`config.mk`:
```
export PLATFORM = sky130hd
export DESIGN_NAME = regfile_wb_arbiter
export DESIGN_NICKNAME = d
export VERILOG_FILES = /design/src/rtl/regfile_wb_arbiter.sv
export SDC_FILE = /design/constraint.sdc
export NUM_CORES = 1
export LEC_CHECK = 0
export ABC_AREA = 1
export CORE_MARGIN = 3
export CORE_UTILIZATION = 48
export CTS_CLUSTER_SIZE = 28
export DETAILED_ROUTE_END_ITERATION = 8
export PLACE_DENSITY = 0.77
export SLEW_MARGIN = 20
export SYNTH_ARGS = -nofsm -noshare
export SYNTH_HDL_FRONTEND = slang
export SYNTH_SLANG_ARGS = --single-unit
```
`constraint.sdc`:
```
create_clock -name clk -period 2.5 [get_ports clk]
set_clock_uncertainty 0.15 [all_clocks]
set_input_delay 0.375 -clock clk [delete_from_list [all_inputs] [get_ports clk]]
set_output_delay 0.375 -clock clk [all_outputs]
set_load 0.1 [all_outputs]
```
`src/rtl/regfile_wb_arbiter.sv`:
```
// Register-file writeback arbiter.
// Two requesters (port 0 = ALU/execute, port 1 = load/CSR) each feed a private FIFO through
// a valid/ready handshake. A round-robin arbiter pops one entry per cycle into a registered
// write stage driving the register file write port. pending_mask flags every register with a
// queued or staged write so the hazard unit can stall readers.
module regfile_wb_arbiter #(
    parameter int DATA_WIDTH    = 32,
    parameter int ADDRESS_WIDTH = 5,
    parameter int FIFO_DEPTH    = 2
) (
    input  logic                          clk,
    input  logic                          reset_n,
    input  logic                          req0_valid,
    output logic                          req0_ready,
    input  logic [ADDRESS_WIDTH-1:0]      req0_addr,
    input  logic [DATA_WIDTH-1:0]         req0_data,
    input  logic                          req1_valid,
    output logic                          req1_ready,
    input  logic [ADDRESS_WIDTH-1:0]      req1_addr,
    input  logic [DATA_WIDTH-1:0]         req1_data,
    output logic                          rf_we,
    output logic [ADDRESS_WIDTH-1:0]      rf_addr,
    output logic [DATA_WIDTH-1:0]         rf_wdata,
    output logic [2**ADDRESS_WIDTH-1:0]   pending_mask,
    output logic                          idle
);

    localparam int PTR_W = $clog2(FIFO_DEPTH);
    localparam int CNT_W = PTR_W + 1;

    logic [1:0]               req_valid;
    logic [1:0]               req_ready;
    logic [1:0]               push;
    logic [1:0]               pop;
    logic [1:0]               not_empty;
    logic [ADDRESS_WIDTH-1:0] req_addr  [2];
    logic [DATA_WIDTH-1:0]    req_data  [2];
    logic [ADDRESS_WIDTH-1:0] fifo_addr [2][FIFO_DEPTH];
    logic [DATA_WIDTH-1:0]    fifo_data [2][FIFO_DEPTH];
    logic [PTR_W-1:0]         wr_ptr    [2];
    logic [PTR_W-1:0]         rd_ptr    [2];
    logic [CNT_W-1:0]         count     [2];
    logic                     last_grant;
    logic                     pop_sel;
    logic [ADDRESS_WIDTH-1:0] pop_addr;
    logic [DATA_WIDTH-1:0]    pop_data;

    assign req_valid   = {req1_valid, req0_valid};
    assign req_addr[0] = req0_addr;
    assign req_addr[1] = req1_addr;
    assign req_data[0] = req0_data;
    assign req_data[1] = req1_data;
    assign req0_ready  = req_ready[0];
    assign req1_ready  = req_ready[1];

    // Ready depends only on the registered count, so a full FIFO refuses even while popping.
    assign req_ready[0] = (count[0] != CNT_W'(FIFO_DEPTH));
    assign req_ready[1] = (count[1] != CNT_W'(FIFO_DEPTH));
    assign not_empty[0] = (count[0] != '0);
    assign not_empty[1] = (count[1] != '0);
    assign push         = req_valid & req_ready;

    // An entry at slot idx is live when its distance from the read pointer is below count.
    function automatic logic slot_live(input logic [PTR_W-1:0] idx,
                                       input logic [PTR_W-1:0] rd,
                                       input logic [CNT_W-1:0] cnt);
        logic [PTR_W-1:0] off;
        off = idx - rd;
        return ({1'b0, off} < cnt);
    endfunction

    // FIFO pointers and occupancy; pointers wrap naturally since the depth is a power of two.
    always_ff @(posedge clk or negedge reset_n) begin
        if (!reset_n) begin
            for (int p = 0; p < 2; p++) begin
                wr_ptr[p] <= '0;
                rd_ptr[p] <= '0;
                count[p]  <= '0;
            end
        end else begin
            for (int p = 0; p < 2; p++) begin
                if (push[p]) wr_ptr[p] <= wr_ptr[p] + PTR_W'(1);
                if (pop[p])  rd_ptr[p] <= rd_ptr[p] + PTR_W'(1);
                if (push[p] && !pop[p])      count[p] <= count[p] + CNT_W'(1);
                else if (!push[p] && pop[p]) count[p] <= count[p] - CNT_W'(1);
            end
        end
    end

    // FIFO storage; contents need no reset because count alone defines which slots are live.
    always_ff @(posedge clk) begin
        for (int p = 0; p < 2; p++) begin
            if (push[p]) begin
                fifo_addr[p][wr_ptr[p]] <= req_addr[p];
                fifo_data[p][wr_ptr[p]] <= req_data[p];
            end
        end
    end

    // Round-robin pop: a lone non-empty FIFO wins outright, a contest goes to the other port.
    always_comb begin
        pop = 2'b00;
        if (not_empty == 2'b11) pop = last_grant ? 2'b01 : 2'b10;
        else                    pop = not_empty;
    end

    assign pop_sel  = pop[1];
    assign pop_addr = fifo_addr[pop_sel][rd_ptr[pop_sel]];
    assign pop_data = fifo_data[pop_sel][rd_ptr[pop_sel]];

    // Write stage: x0 entries are consumed but never raise the write enable.
    always_ff @(posedge clk or negedge reset_n) begin
        if (!reset_n) begin
            rf_we      <= 1'b0;
            rf_addr    <= '0;
            rf_wdata   <= '0;
            last_grant <= 1'b1;
        end else begin
            rf_we <= 1'b0;
            if (|pop) begin
                rf_we    <= (pop_addr != '0);
                rf_addr  <= pop_addr;
                rf_wdata <= pop_data;
            end
            if (not_empty == 2'b11) last_grant <= pop[1];
        end
    end

    // Pending mask: every live FIFO entry plus the staged write; x0 never counts as a hazard.
    always_comb begin
        pending_mask = '0;
        for (int p = 0; p < 2; p++) begin
            for (int i = 0; i < FIFO_DEPTH; i++) begin
                if (slot_live(PTR_W'(i), rd_ptr[p], count[p]))
                    pending_mask[fifo_addr[p][i]] = 1'b1;
            end
        end
        if (rf_we) pending_mask[rf_addr] = 1'b1;
        pending_mask[0] = 1'b0;
    end

    assign idle = !not_empty[0] && !not_empty[1] && !rf_we;

endmodule
```
==> results.py <==
metrics = {
    "grt": {
        "grt_pass1_vias": 7357,
        "grt_max_degree": 65,
        "grt_antenna_before_repair": 1,
        "grt_pass1_wl_mm": 39.7,
        "grt-ovfl-total": 0,
        "grt_use_total_pct": 25.7,
    },
    "routing": {
        "drt_iter0_drc": 513,
        "vias": 7365,
        "detail-route-antenna-nets": 0,
        "first_pass_iters": 4,
        "viasPerCell": 5.61,
        "routed_wire_length_per_instance_um": 19.5,
        "drc": 0,
        "drt-total-wl_mm": 25.5,
    },
    "finish": {
        "fill_cells": 1201,
        "instances_no_fill": 1313,
        "layout_common_cells": "290 x nand2_1, 148 x edfxtp_1, 114 x nand3_1",
        "area_growth_pct": 42.9,
        "layout_commonest_cell": "nand2_1",
        "multi_input_area_um2": 3350,
        "final_area_um2": 12400,
        "drive_above_1_share_pct": 25.3,
        "seqCellArea_um2": 5630,
        "diodes": 0,
        "fin_nets": 1155,
    },
    "timing": {
        "layout_min_cycle_time_ns": 2.47,
        "fin_tns_setup_ns": 0,
        "rsz0062_at_grt": "true",
        "hold_viol_final": 0,
        "fmax_mhz": 405,
        "worstMarginPinSlew_ns": 0.626,
        "slew_viol_final": 0,
        "setup_viol": 0,
        "slew_headroom_pct": 58.3,
        "finalCritPeriodShare_pct": 98.8,
    },
    "synthesis": {
        "yosys_warnings": 0,
        "avgSynthCellArea_um2": 10.0,
        "ys_ff_latch": 195,
        "ys_types": 23,
        "netlist_area_um2": 8660,
        "synth_fp_nets": 944,
        "yosysSeqAreaShare_pct": 64.9,
        "synthCells": 864,
    },
    "floorplan": {
        "fp.dieH_um": 140,
        "io_pins": 151,
        "core_um2": 17500,
        "start_util_pct": 49.6,
        "fp-row-count": 48,
        "die_x_um": 140,
        "dieArea_um2": 19700,
    },
    "critical_path": {
        "ff2ff_setup_slack_ns": 0.23,
        "critPathMaxFanout": 7,
        "worst-setup-path-type": "flip-flop to primary output",
        "worstPathArrival_ns": 1.94,
        "end_kind": "primary output",
        "required_ns": 1.98,
        "critPathLaunchType": "flip-flop",
    },
    "placed_design": {
        "place_area_um2": 11300,
        "place.gp.congestion": 0.950,
        "place_inst": 1264,
        "port_buffers": 149,
        "dp_hpwl_mm": 17.4,
    },
    "clock_network": {
        "clock_latency_ns": 0.43,
        "root_buffer": "clkbuf_16",
        "cts_tree": "built",
        "cts_buffers": 17,
        "clk_path_buf_depth": 2,
        "clock-sinks": 195,
        "cts.clk_slew.worst_paths_ns": 0.08,
        "htree_levels": 4,
    },
    "flow_run": {
        "max-cap-violations": 0,
    },
    "min_path": {
        "hold_class": "flip-flop to flip-flop",
    },
    "run_status": {
        "outcome": "finished, final reports clean",
    },
}
## registers in the layout (all words and copies together) (netlist names)
| signal | flops |
|---|---|
| rd_ptr | 2 |
| last_grant | 1 |
| rf_wdata | 32 |
| fifo_data | 128 |
| rf_we | 1 |
| wr_ptr | 2 |
| fifo_addr | 20 |
| rf_addr | 5 |
| count | 4 |
## cell type report
class / count / share of cell area (%)
clock buffers: 17 / 3.44
clock inverters: 15 / 1.42
inverters: 40 / 1.21
multi-input cells: 599 / 27.1
flip-flops and latches: 195 / 45.5
well taps: 225 / 2.27
repair buffers: 222 / 19.1
## what timing repair did
item / 4_1_cts / 5_1_grt
hold endpoints to repair: 22 / 0
hold buffers: 1 / 0
pin swaps: 1 / 5
buffers inserted: 9 / 8
setup endpoints to repair: 31 / 31
gates resized for setup: 31 / 45
## metrics by stage
stage	setup WS [ns]	hold slack, ns	util (%)
2_1_floorplan	-0.146	-0.0706	-
3_3_place_gp	0.152	0.263	64.6
3_5_place_dp	0.0992	0.283	64.6
4_1_cts	-0.0275	0.335	69.5
5_1_grt	-0.0525	0.357	70.8
6_report	0.0308	0.332	70.8
## cells in the mapped netlist
cell type  instances  area share (%)
ha_1               2            0.29
nand2_1          295              13
o21ai_2            2            0.20
dfstp_2            1            0.30
xor2_1             4            0.40
buf_2             22             1.3
a21oi_1           35             2.0
o2111ai_1         31             3.1
xnor2_1            2            0.20
nor2_1            49             2.1
nor2_4             1            0.13
inv_1             39             1.7
nor3b_1            1           0.087
dfrtp_1           46              13
conb_1             1           0.043
edfxtp_1         148              51
buf_4              1           0.087
clkbuf_1           7            0.30
o21ai_4            1            0.19
o21ai_0           21             1.2
nand3_1          120             6.9
nor3_1            34             2.0
inv_2              1           0.043
## metal layers
metal	vias up	part of all wire, %	track usage, %
li1	3435	-	-
met1	3556	40	33.1
met2	319	51	44.3
met3	53	7.2	5.53
met4	2	2.3	6.83
met5	-	0.051	0
## critical path, stage by stage, from the launching register on
cell	delay [ns]
dfrtp_1	0.39
inv_2	0.07
buf_4	0.14
o21ai_4	0.07
nor3b_2	0.21
buf_4	0.20
nand2_1	0.11
o2111ai_4	0.11
buf_12	0.21
## path summary, 6_finish.rpt
check | from | endpoint | cells after the start
worst max-delay path | count[1]$_DFFE_PN0P_ | pending_mask[12] | 8
min in group asynchronous | reset_n | rf_wdata[10]$_DFFE_PN0P_ | 2
max in group asynchronous | reset_n | rf_wdata[21]$_DFFE_PN0P_ | 3
worst max register to register | count[0]$_DFFE_PN0P_ | rf_we$_DFF_PN0_ | 12
worst min register to register | rf_wdata[5]$_DFFE_PN0P_ | rf_wdata[5]$_DFFE_PN0P_ | 2
worst min-delay path | rf_wdata[5]$_DFFE_PN0P_ | rf_wdata[5]$_DFFE_PN0P_ | 2
## cells by family (layout without fill, tap and decap cells)
logic type | Yosys count | count (layout) | synth area share, %
simple gates | 500 | 500 | 24.0
flops | 195 | 195 | 64.9
compound gates | 90 | 90 | 6.76
buf+inv | 70 | 294 | 3.39
xor+xnor | 6 | 6 | 0.607
fa+ha+maj | 2 | 2 | 0.289
other cells | 1 | 1 | 0.0433
Power is left out: the tool's default activity adds up to more than one toggle a clock period on the data nets, which glitch-free logic cannot reach.
